**src/rtl/cpstr_unesc.sv**
```systemverilog
// Escaped-stream decoder: strips ESC_CHAR framing, routing literal bytes to the
// data port and escape codes to a separate out-of-band port.
module cpstr_unesc #(
  parameter logic [7:0] ESC_CHAR = 8'h1B
) (
  input  logic       i_clk,
  input  logic       i_rst,
  input  logic [7:0] i_data,
  input  logic       i_valid,
  output logic       o_ready,
  output logic [7:0] o_data,
  output logic       o_valid,
  input  logic       i_ready,
  output logic [7:0] o_esc_data,
  output logic       o_esc_valid,
  input  logic       i_esc_ready
);

  typedef enum logic {IDLE, GOT_ESC} state_t;

  state_t     state_q;
  logic [7:0] data_q, esc_q;
  logic       dvld_q, evld_q;

  logic accept, dxfer, exfer;

  // Either output being stuck blocks input so decoded order is never reordered.
  assign o_ready = (!dvld_q || i_ready) && (!evld_q || i_esc_ready);
  assign accept  = i_valid && o_ready;
  assign dxfer   = dvld_q && i_ready;
  assign exfer   = evld_q && i_esc_ready;

  assign o_data      = data_q;
  assign o_valid     = dvld_q;
  assign o_esc_data  = esc_q;
  assign o_esc_valid = evld_q;

  always_ff @(posedge i_clk or posedge i_rst) begin
    if (i_rst) begin
      state_q <= IDLE;
      data_q  <= 8'h00;
      esc_q   <= 8'h00;
      dvld_q  <= 1'b0;
      evld_q  <= 1'b0;
    end else begin
      if (dxfer) dvld_q <= 1'b0;
      if (exfer) evld_q <= 1'b0;
      // A load in the same cycle as a transfer overrides the clear above.
      if (accept) begin
        case (state_q)
          IDLE: begin
            if (i_data == ESC_CHAR) begin
              state_q <= GOT_ESC;
            end else begin
              data_q <= i_data;
              dvld_q <= 1'b1;
            end
          end
          GOT_ESC: begin
            state_q <= IDLE;
            if (i_data == ESC_CHAR) begin
              data_q <= ESC_CHAR;
              dvld_q <= 1'b1;
            end else begin
              esc_q  <= i_data;
              evld_q <= 1'b1;
            end
          end
          default: state_q <= IDLE;
        endcase
      end
    end
  end

endmodule

```
**config.mk**
```make
export PLATFORM = sky130hd
export DESIGN_NAME = cpstr_unesc
export DESIGN_NICKNAME = d
export VERILOG_FILES = /design/src/rtl/cpstr_unesc.sv
export SDC_FILE = /design/constraint.sdc
export NUM_CORES = 1
export LEC_CHECK = 0
export CAP_MARGIN = 10
export CORE_UTILIZATION = 45
export DETAILED_ROUTE_END_ITERATION = 7
export PLACE_DENSITY = 0.82
export SLEW_MARGIN = 20
export SYNTH_ARGS = -nofsm -noshare
export SYNTH_HDL_FRONTEND = slang
export SYNTH_SLANG_ARGS = --single-unit
```
**constraint.sdc**
```tcl
create_clock -name i_clk -period 2.6 [get_ports i_clk]
set_input_delay 0.26 -clock i_clk [delete_from_list [all_inputs] [get_ports i_clk]]
set_output_delay 0.26 -clock i_clk [all_outputs]
set_load 0.03 [all_outputs]
```
# Word-level counts from Yosys, hierarchy flattened
# Index checks and enable logic that the tools add are counted.
# Widths: inputs -> output; s select.
classes:
  n_eq_ne: 3
  n_mux: 14
  bitwise_logic: 2
  reduce_logical: 10
op_table:
  columns: ["op", "n"]
  rows:
  - ["$mux 8", 2]
  - ["$pmux 8 s2", 1]
  - ["$mux 1", 9]
  - ["$eq 8x5->1 const B", 1]
  - ["$reduce_and 3->1", 2]
  - ["$logic_and 1x1->1", 4]
  - ["$pmux 1 s2", 2]
  - ["$logic_not 1->1", 2]
  - ["$logic_or 1x1->1", 2]
  - ["$ne 2x1->1 const B", 1]
  - ["$ne 2x2->1 const B", 1]
  - ["$not 1->1", 2]
word_totals:
  register_bits: 19
  inputBits: 13
  output_inout_bits: 19
  elab_cells: 34

# Depth between registers and ports, before layout
# Gate-level depths: netlist of the first run.
logic_depth:
  depth_word: 5
  ltp_mapped: 5
  mapped_depth_nobuf: 4

# Worst setup path before layout of the first run
# OpenSTA, ideal clock, no wires.
synth_path:
  path_kind: "reg-to-reg"
  start: "register evld_q, in the netlist o_esc_valid"
  end: "register esc_q[0], in the netlist o_esc_data[0]"
  setup_time_ps: 125
  arrival_time_ps: 1551
  t_required_ps: 2475
  path_slack_ps: 924
  stages_incl_launch_ff: 5
  n_path_buf: 0
  period_less_slack_ps: 1676
  path_cell_list: "dfrtp_1 > nand2b_1 > nand3_1 > nor3_4 > mux2_2"
synth_via:
  elab_chain_len: 5
synth_lines:
  columns: ["element", "line", "text"]
  rows:
  - ["start: declaration", "23", "logic dvld_q, evld_q;"]
  - ["start signal: assignment", "44", "evld_q <= 1'b0;"]
  - ["start signal: assignment", "47", "if (exfer) evld_q <= 1'b0;"]
  - ["start signal: assignment", "66", "evld_q <= 1'b1;"]
  - ["$logic_not 1->1", "28", "assign o_ready = (!dvld_q || i_ready) && (!evld_q || i_esc_ready);"]
  - ["$logic_or 1x1->1", "28", null]
  - ["$logic_and 1x1->1", "28", null]
  - ["$logic_and 1x1->1", "29", "assign accept = i_valid && o_ready;"]
  - ["$reduce_and 3->1 (no source line)", null, null]
  - ["end signal: assignment", "65", "esc_q <= i_data;"]
  - ["end: declaration", "22", "logic [7:0] data_q, esc_q;"]
# No other way between the ends.
# A chain may end at the register's enable or synchronous reset.

# Final worst setup path of the first run
layout_path:
  start: "input port i_esc_ready"
  end: "output port o_ready"
layout_via:
  elab_chain_len: 2
layout_lines:
  columns: ["element", "line", "text"]
  rows:
  - ["start: declaration", "16", "input logic i_esc_ready"]
  - ["$logic_or 1x1->1", "28", null]
  - ["$logic_and 1x1->1", "28", null]
  - ["end: declaration", "10", "output logic o_ready,"]
# No other way between the ends.

==> flow_metrics.env, run 1 <==
export IMPL_cp_arrival_ps=1670
export IMPL_p_int_mw=0.516
export IMPL_clkTransAtPathRegs_ps=100
export IMPL_postSynthCellCount=65
export IMPL_worst_pin_slew_ps=691
export IMPL_timing_final_crit_share_pct=74.2
export IMPL_antenna_found_initial=0
export IMPL_clock_skew_ps=1.70
export IMPL_fp_dieH_um=45.1
export IMPL_cts_setup_buffers=0
export IMPL_ctsResizeCount=0
export IMPL_clk_latency_ps=280
export IMPL_p_per_area_mw_per_mm2=643
export IMPL_tns_ps=0
export IMPL_post_route_min_period_ps=1930
export IMPL_avgSynthCellArea_um2=12.8
export IMPL_switching_share_pct=32.5
export IMPL_cts_tree="yes"
export IMPL_critical_path_class="in -> out"
export IMPL_fp_row_count=15
export IMPL_hold_class="in -> async"
export IMPL_rsz0062_at_grt="false"
export IMPL_status="complete, no violations"
export IMPL_fin_nets=112
export IMPL_r2r_start="o_esc_valid"
export IMPL_reg2regPathDepth=4
export IMPL_power_frac_comb_pct=34.0
export IMPL_pwr_share_seq_pct=47.7
export IMPL_dieArea_mm2=0.00203
export IMPL_core_mm2=0.00173
export IMPL_cp_max_fo=5
export IMPL_synth_distinct_cells=24
export IMPL_h_tree_depth=1
export IMPL_ys_warn_count=0
export IMPL_io_buffers=31
export IMPL_netlist_area_um2=835
export IMPL_grtUsageTotal_pct=19.7
export IMPL_hold_violations=0
export IMPL_viasPerCell=5.55
export IMPL_p_leak_nw=0.477
export IMPL_design_area_mm2=0.00119
export IMPL_drt_first_pass_iters=6
export IMPL_p_sw_mw=0.248
export IMPL_max_cap_violations=0
export IMPL_drc=0
export IMPL_drtIter0Drc=16
export IMPL_start_kind="primary input"
export IMPL_placed_cell_area_mm2=0.00116
export IMPL_setup_viol=0
export IMPL_finalMaxSlewViolations=0
export IMPL_final_common_cell="clkdlybuf4s50_1"
export IMPL_detail_route_antenna_nets=0
export IMPL_p_clk_share_pct=18.3
export IMPL_area_delta_synth_final_pct=42.4
export IMPL_ff2ff_setup_slack_ps=900
export IMPL_cts_root_buf="clkbuf_4"
export IMPL_postCtsHoldBufs=0
export IMPL_drt_wirelength_per_cell_um=14.0
export IMPL_ir_drop_uv=438
export IMPL_fmax_mhz=518
export IMPL_place_congestion=0.756
export IMPL_cts_inserted_buffers=3
export IMPL_grt_pass1_vias=634
export IMPL_end_kind="primary output"
export IMPL_relSlewSlack_pct=53.9
export IMPL_fillers=140
export IMPL_worstPathRequired_ps=2340
export IMPL_drive_above_1_share_pct=14.3
export IMPL_rr_endpoint="o_esc_data[0]"
export IMPL_ys_seq_area_share_pct=57.0
export IMPL_final_cell_mix="31 x clkdlybuf4s50_1, 19 x dfrtp_1, 8 x mux2_2"
export IMPL_ys_ff_latch=19
export IMPL_die_w_um=45.1
export IMPL_vias=683
export IMPL_clock_sinks=19
export IMPL_ios=32
export IMPL_gr_total_overflow=0
export IMPL_diodes=0
export IMPL_grt_pass1_wl_um=2800
export IMPL_hold_slack_ps=378
export IMPL_hpwl_um=1310
export IMPL_syn_num_nets=78
export IMPL_cts_buffer_depth=2
export IMPL_initial_core_util_pct=48.3
export IMPL_grt_start_max_net_pins=20
export IMPL_wl_um=1720
-- worst max-delay path, stage by stage --
cell and delay, ps:
clkdlybuf4s50_1 450, nand2b_1 170, and2_1 140, clkdlybuf4s50_1 660
-- per-stage QoR --
step                instances  setup WS (ps)  util [%]  total power [mW]
finish                    123            670      68.8             0.764
detailed placement        119            465      67.2             0.630
CTS                       123            660      68.8             0.770
global placement          119            474      67.2             0.627
floorplan                  65            924         -             0.508
global route              123            614      68.8             0.808
-- state kept, by name (all words and copies together) (netlist names) --
register and cells:
o_esc_data 8, o_esc_valid 1, o_valid 1, o_data 8, state_q 1
-- cell type report --
cell class,count,area [um2],area share [%]
sequential,19,475,40.0
multi-input combinational,42,337,28.3
timing repair buffer,31,310,26.1
tap,25,31.3,2.63
clock buffer,3,22.5,1.89
inverter,2,7.51,0.632
clock inverter,1,5.00,0.421
-- logic make-up (layout without fill, tap and decap cells) --
| group | after synthesis | in the layout | share of synthesized area (%) |
|---|---|---|---|
| AND/OR/NAND/NOR | 12 | 12 | 10.2 |
| buffers and inverters | 4 | 37 | 2.70 |
| flip-flops | 19 | 19 | 57.0 |
| XOR/XNOR | 1 | 1 | 1.05 |
| AO/OA/AOI/OAI | 21 | 21 | 18.3 |
| multiplexers | 8 | 8 | 10.8 |
-- synth_stat cells --
cell type / number / area [um2]
nor4b_1: 1 / 8.76
and3_1: 1 / 6.26
a21oi_1: 1 / 5.00
dfrtp_1: 19 / 475
o22ai_1: 4 / 25.0
xnor2_1: 1 / 8.76
o2bb2ai_1: 4 / 35.0
and4_1: 1 / 8.76
mux2_2: 8 / 90.1
and2_1: 1 / 6.26
buf_6: 1 / 11.3
nor3_4: 1 / 16.3
a22oi_1: 4 / 30.0
a2bb2oi_1: 4 / 35.0
nand2b_1: 2 / 12.5
o31ai_1: 1 / 7.51
o21ai_0: 3 / 15.0
inv_2: 1 / 3.75
clkbuf_1: 1 / 3.75
nor2b_1: 1 / 6.26
nand2_1: 1 / 3.75
inv_1: 1 / 3.75
nand3_1: 2 / 10.0
nand4_1: 1 / 6.26
-- worst max path at each step --
stage / cells after the start / startpoint / to / slack [ps]
floorplan: 4 / o_esc_valid / o_esc_data[0] / 920
global placement: 5 / i_data[6] / o_data[7] / 470
global route: 4 / i_esc_ready / o_ready / 610
finish: 4 / i_esc_ready / o_ready / 670
detailed placement: 5 / i_data[6] / o_data[5] / 470
CTS: 4 / i_esc_ready / o_ready / 660
-- metal layers --
metal / GRT usage, % / wire length (um) / vias up
met5: 0 / 0 / -
met4: 12.7 / 46 / 0
met3: 4.80 / 105 / 6
met2: 29.3 / 787 / 38
met1: 25.6 / 780 / 321
li1: - / - / 318
-- power groups by stage --
stage	registers (mW)	logic, mW	clock network (mW)
final	0.365	0.260	0.140
after global routing	0.370	0.274	0.164
after CTS	0.365	0.262	0.144
after detailed placement	0.369	0.261	0
after global placement	0.368	0.258	0
after floorplan	0.450	0.0585	0
Power figures use the tool's default switching activity.
==> run 2: changes to the inputs <==
CORE_UTILIZATION = 38   (was 45)
PLACE_DENSITY = 0.74   (was 0.82)
clock period = 1.7 ns   (was 2.6 ns; I/O delays follow)
==> run 2 against run 1 <==
  * Power grew 57%
  * Cell count grew 14%
  * Via count grew 6.3%
  * Largest cell class unchanged
  * Worst setup slack lost 550 ps
  * Sequential power grew 53%
  * Combinational power grew 62%
  * Worst hold slack lost 200 ps
  * Largest power group unchanged
  * Final area grew 11%
  * Clock-buffer cell count is the same
  * Sequential share of layout area shrank 4.0 points
==> flow_metrics.env, run 2 (synthesis results as in run 1) <==
export IMPL_status="complete, no violations"
export IMPL_p_clk_share_pct=18.6
export IMPL_ctsResizeCount=0
export IMPL_wl_um=2000
export IMPL_wl_met1_um=912
export IMPL_viasPerCell=5.19
export IMPL_fp_dieH_um=48.9
export IMPL_start_kind="primary input"
export IMPL_detail_route_antenna_nets=0
export IMPL_diodes=0
export IMPL_postCtsHoldBufs=0
export IMPL_drt_first_pass_iters=4
export IMPL_cts_root_buf="clkbuf_4"
export IMPL_ir_drop_uv=679
export IMPL_h_tree_depth=1
export IMPL_io_buffers=31
export IMPL_grt_pass1_vias=738
export IMPL_grtUsageTotal_pct=18.4
export IMPL_relSlewSlack_pct=66.8
export IMPL_clock_skew_ps=3.92
export IMPL_cts_setup_buffers=0
export IMPL_fmax_mhz=632
export IMPL_hold_class="in -> async"
export IMPL_place_congestion=0.821
export IMPL_initial_core_util_pct=41.3
export IMPL_post_route_min_period_ps=1580
export IMPL_path_cells="clkdlybuf4s50_1 > nor4b_2 > and4_1 > nor3_4 > buf_12 > mux2_2"
export IMPL_ios=32
export IMPL_cts_tree="yes"
export IMPL_p_int_mw=0.807
export IMPL_final_common_cell="clkdlybuf4s50_1"
export IMPL_final_cell_mix="30 x clkdlybuf4s50_1, 19 x dfrtp_1, 15 x buf_4, 8 x mux2_2"
export IMPL_hpwl_um=1550
export IMPL_hold_violations=0
export IMPL_core_mm2=0.00202
export IMPL_p_sw_mw=0.396
export IMPL_cpPeakStageDelay_ps=440
export IMPL_worstPathRequired_ps=1880
export IMPL_dr_wl_met2_um=937
export IMPL_fin_nets=127
export IMPL_rsz0062_at_grt="false"
export IMPL_max_cap_violations=0
export IMPL_timing_final_crit_share_pct=93.1
export IMPL_highest_signal_layer="met4"
export IMPL_clock_sinks=19
export IMPL_hold_slack_ps=179
export IMPL_placed_cell_area_mm2=0.00129
export IMPL_cts_inserted_buffers=3
export IMPL_cp_max_fo=8
export IMPL_drtIter0Drc=7
export IMPL_drt_wirelength_per_cell_um=14.3
export IMPL_cp_arrival_ps=1770
export IMPL_cp_slowest_cell="clkdlybuf4s50_1"
export IMPL_p_leak_nw=0.553
export IMPL_clkTransAtPathRegs_ps=100
export IMPL_antenna_found_initial=0
export IMPL_tns_ps=0
export IMPL_dieArea_mm2=0.00239
export IMPL_total_power_mw=1.20
export IMPL_vias=726
export IMPL_fp_row_count=16
export IMPL_drc=0
export IMPL_cts_buffer_depth=2
export IMPL_worst_pin_slew_ps=494
export IMPL_gr_total_overflow=0
export IMPL_p_per_area_mw_per_mm2=911
export IMPL_pwr_share_seq_pct=46.4
export IMPL_setup_viol=0
export IMPL_wl_met3_um=109
export IMPL_design_area_mm2=0.00132
export IMPL_power_frac_comb_pct=35.0
export IMPL_critical_path_class="in -> reg"
export IMPL_area_delta_synth_final_pct=58.2
export IMPL_die_w_um=48.9
export IMPL_drive_above_1_share_pct=27.4
export IMPL_clk_latency_ps=290
export IMPL_final_util_pct=65.3
export IMPL_finalMaxSlewViolations=0
export IMPL_switching_share_pct=32.9
export IMPL_end_kind="flip-flop"
export IMPL_grt_start_max_net_pins=20
export IMPL_grt_pass1_wl_um=3370
==> run 2: area by class of cell <==
cell class              count  area, um2
fillers                   163        702
flip-flops and latches     19        475
repair buffers             46        433
multi-input cells          42        343
well taps                  27       33.8
clock buffers               3       22.5
inverters                   2       7.51
clock inverters             1       5.00
==> run 2: layer usage <==
layer  vias up  GRT usage [%]
met4         0           9.31
met2        26           28.7
met1       349           24.2
met3         4           3.74
li1        347              -
met5         -              0
==> run 2: power by group through the flow <==
stage          Combinational (mW)  Clock (mW)  Sequential, mW
3_5_place_dp                0.421           0           0.567
6_report                    0.420       0.224           0.558
4_1_cts                     0.423       0.235           0.558
2_1_floorplan              0.0895           0           0.688
3_3_place_gp                0.417           0           0.562
5_1_grt                     0.443       0.249           0.566
==> run 2: worst paths after layout <==
| kind | start | endpoint | slack, ps | depth (start not counted) |
|---|---|---|---|---|
| max | i_data[6] | o_esc_data[5] | 120 | 6 |
| min | i_rst | o_esc_data[4] | 180 | 3 |
| max reg2reg | state_q | o_esc_data[5] | 230 | 4 |
| min reg2reg | o_esc_data[3] | o_esc_data[3] | 520 | 1 |
| max in group asynchronous | i_rst | o_data[0] | 1320 | 3 |
| min in group i_clk | i_valid | o_valid | 510 | 3 |
==> run 2: worst max-delay path: cells and delay by family <==
kind	cells	cell delay (ps)
AND/OR/NAND/NOR	3	740
buffers and inverters	2	580
multiplexers	1	270
==> run 2: stage by stage <==
stage / instances / worst slack [ps]
finish: 140 / 117
global route: 140 / 44.7
CTS: 140 / 12.4
detailed placement: 136 / -314
global placement: 136 / -248
floorplan: 65 / 24.1
==> run 3: changes to the inputs <==
CORE_MARGIN = 5   (was default)
SKIP_CTS_REPAIR_TIMING = 1   (was default)
clock period = 1.3 ns   (was 1.7 ns; I/O delays follow)
==> run 3 against run 2 <==
  * The flow now finishes with violations (setup timing)
  * Worst hold slack got worse by 42 ps
  * Critical path type is now reg -> reg
  * Die area increased by 35%
  * Clock skew decreased by 2.6 ps
  * Largest cell class is now non-clock buffers
  * Final area increased by 14%
  * Sequential power increased by 31%
  * Global-route usage decreased by 4.4 points
  * Core utilization increased by 4.8 points
  * Register-to-register slack got worse by 260 ps
  * Power increased by 33%
==> flow_metrics.env, run 3 (synthesis results as in run 1) <==
export IMPL_wl_um=2220
export IMPL_p_leak_nw=0.855
export IMPL_clkTransAtPathRegs_ps=100
export IMPL_met2_usage_pct=22.9
export IMPL_cts_inserted_buffers=3
export IMPL_violations="setup timing"
export IMPL_drtIter0Drc=10
export IMPL_grt_busiest_layer="met2"
export IMPL_cts_buffer_depth=2
export IMPL_p_per_area_mw_per_mm2=1070
export IMPL_core_mm2=0.00215
export IMPL_cp_slowest_cell="dfrtp_2"
export IMPL_path_buf_inv=1
export IMPL_clock_sinks=19
export IMPL_status="complete, but fails checks"
export IMPL_drt_first_pass_iters=4
export IMPL_io_buffers=31
export IMPL_worstPathRequired_ps=1490
export IMPL_grt_util_met3_pct=3.22
export IMPL_clk_latency_ps=290
export IMPL_final_cell_mix="24 x dlymetal6s2s_1, 19 x buf_4, 17 x dfrtp_1, 8 x mux2_2, 6 x clkdlybuf4s50_1"
export IMPL_fp_row_count=17
export IMPL_grt_met1_usage_pct=18.0
export IMPL_cpPeakStageDelay_ps=440
export IMPL_finalMaxSlewViolations=0
export IMPL_fp_dieH_um=56.9
export IMPL_h_tree_depth=1
export IMPL_detail_route_antenna_nets=0
export IMPL_hold_violations=0
export IMPL_ir_drop_uv=890
export IMPL_grt_pass1_wl_um=3590
export IMPL_gr_total_overflow=0
export IMPL_viasPerCell=5.12
export IMPL_path_cells="nand2b_4 > nand3_4 > nor3_4 > buf_4 > mux2_2"
export IMPL_vias=752
export IMPL_diodes=0
export IMPL_place_congestion=0.733
export IMPL_area_delta_synth_final_pct=80.5
export IMPL_layout_setup_ws_ps=-33.8
export IMPL_rsz0062_at_grt="true"
export IMPL_fin_nets=133
export IMPL_dieArea_mm2=0.00323
export IMPL_grtUsageTotal_pct=14.0
export IMPL_relSlewSlack_pct=77.3
export IMPL_drt_wirelength_per_cell_um=15.1
export IMPL_critical_path_class="reg -> reg"
export IMPL_cts_root_buf="clkbuf_4"
export IMPL_hold_slack_ps=136
export IMPL_tns_ps=-239
export IMPL_max_cap_violations=0
export IMPL_start_kind="flip-flop"
export IMPL_grt_pass1_vias=792
export IMPL_cp_arrival_ps=1530
export IMPL_grt_start_max_net_pins=20
export IMPL_hpwl_um=1640
export IMPL_final_util_pct=70.1
export IMPL_drc=0
export IMPL_hold_class="in -> async"
export IMPL_ios=32
export IMPL_setup_viol=9
export IMPL_fmax_mhz=750
export IMPL_critical_path_top_delay_family="flip-flops"
export IMPL_cp_max_fo=3
export IMPL_antenna_found_initial=0
export IMPL_final_common_cell="dlymetal6s2s_1"
export IMPL_timing_final_crit_share_pct=103
export IMPL_end_kind="flip-flop"
export IMPL_cts_tree="yes"
export IMPL_clock_skew_ps=1.28
export IMPL_post_route_min_period_ps=1330
export IMPL_initial_core_util_pct=38.8
export IMPL_die_w_um=56.9
export IMPL_worst_pin_slew_ps=340
export IMPL_drive_above_1_share_pct=42.9
-- run 3: cell types whose count changed in the layout (fill, tap and decap cells not counted), moves of 2 or more --
cell	delta
nand2b_4	+2
nand2b_1	-2
a2bb2oi_1	-3
buf_4	+4
a2bb2oi_2	+3
dfrtp_2	+2
dlymetal6s2s_1	+24
clkdlybuf4s50_1	-24
dfrtp_1	-2
buf_6	+3
-- run 3: area by class of cell --
| cell class | instances | area [um2] |
|---|---|---|
| repair buffers | 52 | 537 |
| well taps | 28 | 35.0 |
| clock buffers | 4 | 26.3 |
| fillers | 158 | 642 |
| multi-input cells | 42 | 423 |
| inverters | 2 | 7.51 |
| flip-flops and latches | 19 | 478 |
-- run 3: per-layer routing --
| layer | vias to the layer above | share of wire [%] |
|---|---|---|
| met2 | 25 | 49 |
| li1 | 360 | - |
| met4 | 0 | 0.86 |
| met3 | 2 | 5.3 |
| met5 | - | 0 |
| met1 | 365 | 45 |
-- run 3: path summary, 6_finish.rpt --
kind	start	end	slack, ps	cells past startpoint
setup reg to reg	o_valid	o_esc_data[0]	-30	5
setup / recovery	o_valid	o_esc_data[0]	-30	5
hold / removal	i_rst	o_esc_data[7]	140	3
max in group asynchronous	i_rst	o_valid	950	3
min in group i_clk	i_data[4]	o_esc_data[4]	240	3
hold reg to reg	o_data[2]	o_data[2]	520	1
-- run 3: worst min-delay path, cell delays in order --
cell and delay [ps]:
clkdlybuf4s50_1 390, inv_1 50, buf_4 250
-- run 3: per-stage QoR --
stage / total power [mW] / worst slack (ps) / cells / instance area, um2
2_1_floorplan: 1.03 / -204 / 65 / 866
3_3_place_gp: 1.30 / -533 / 142 / 1340
3_5_place_dp: 1.31 / -578 / 142 / 1340
4_1_cts: 1.61 / -247 / 146 / 1370
5_1_grt: 1.69 / -100 / 147 / 1510
6_report: 1.60 / -33.8 / 147 / 1510
-- run 3: power by group --
| group | switching [mW] | internal (mW) | leakage (nW) |
|---|---|---|---|
| clock network | 0.179 | 0.119 | 0.0150 |
| logic | 0.298 | 0.278 | 0.611 |
| registers | 0.0563 | 0.673 | 0.229 |
| total | 0.533 | 1.07 | 0.855 |
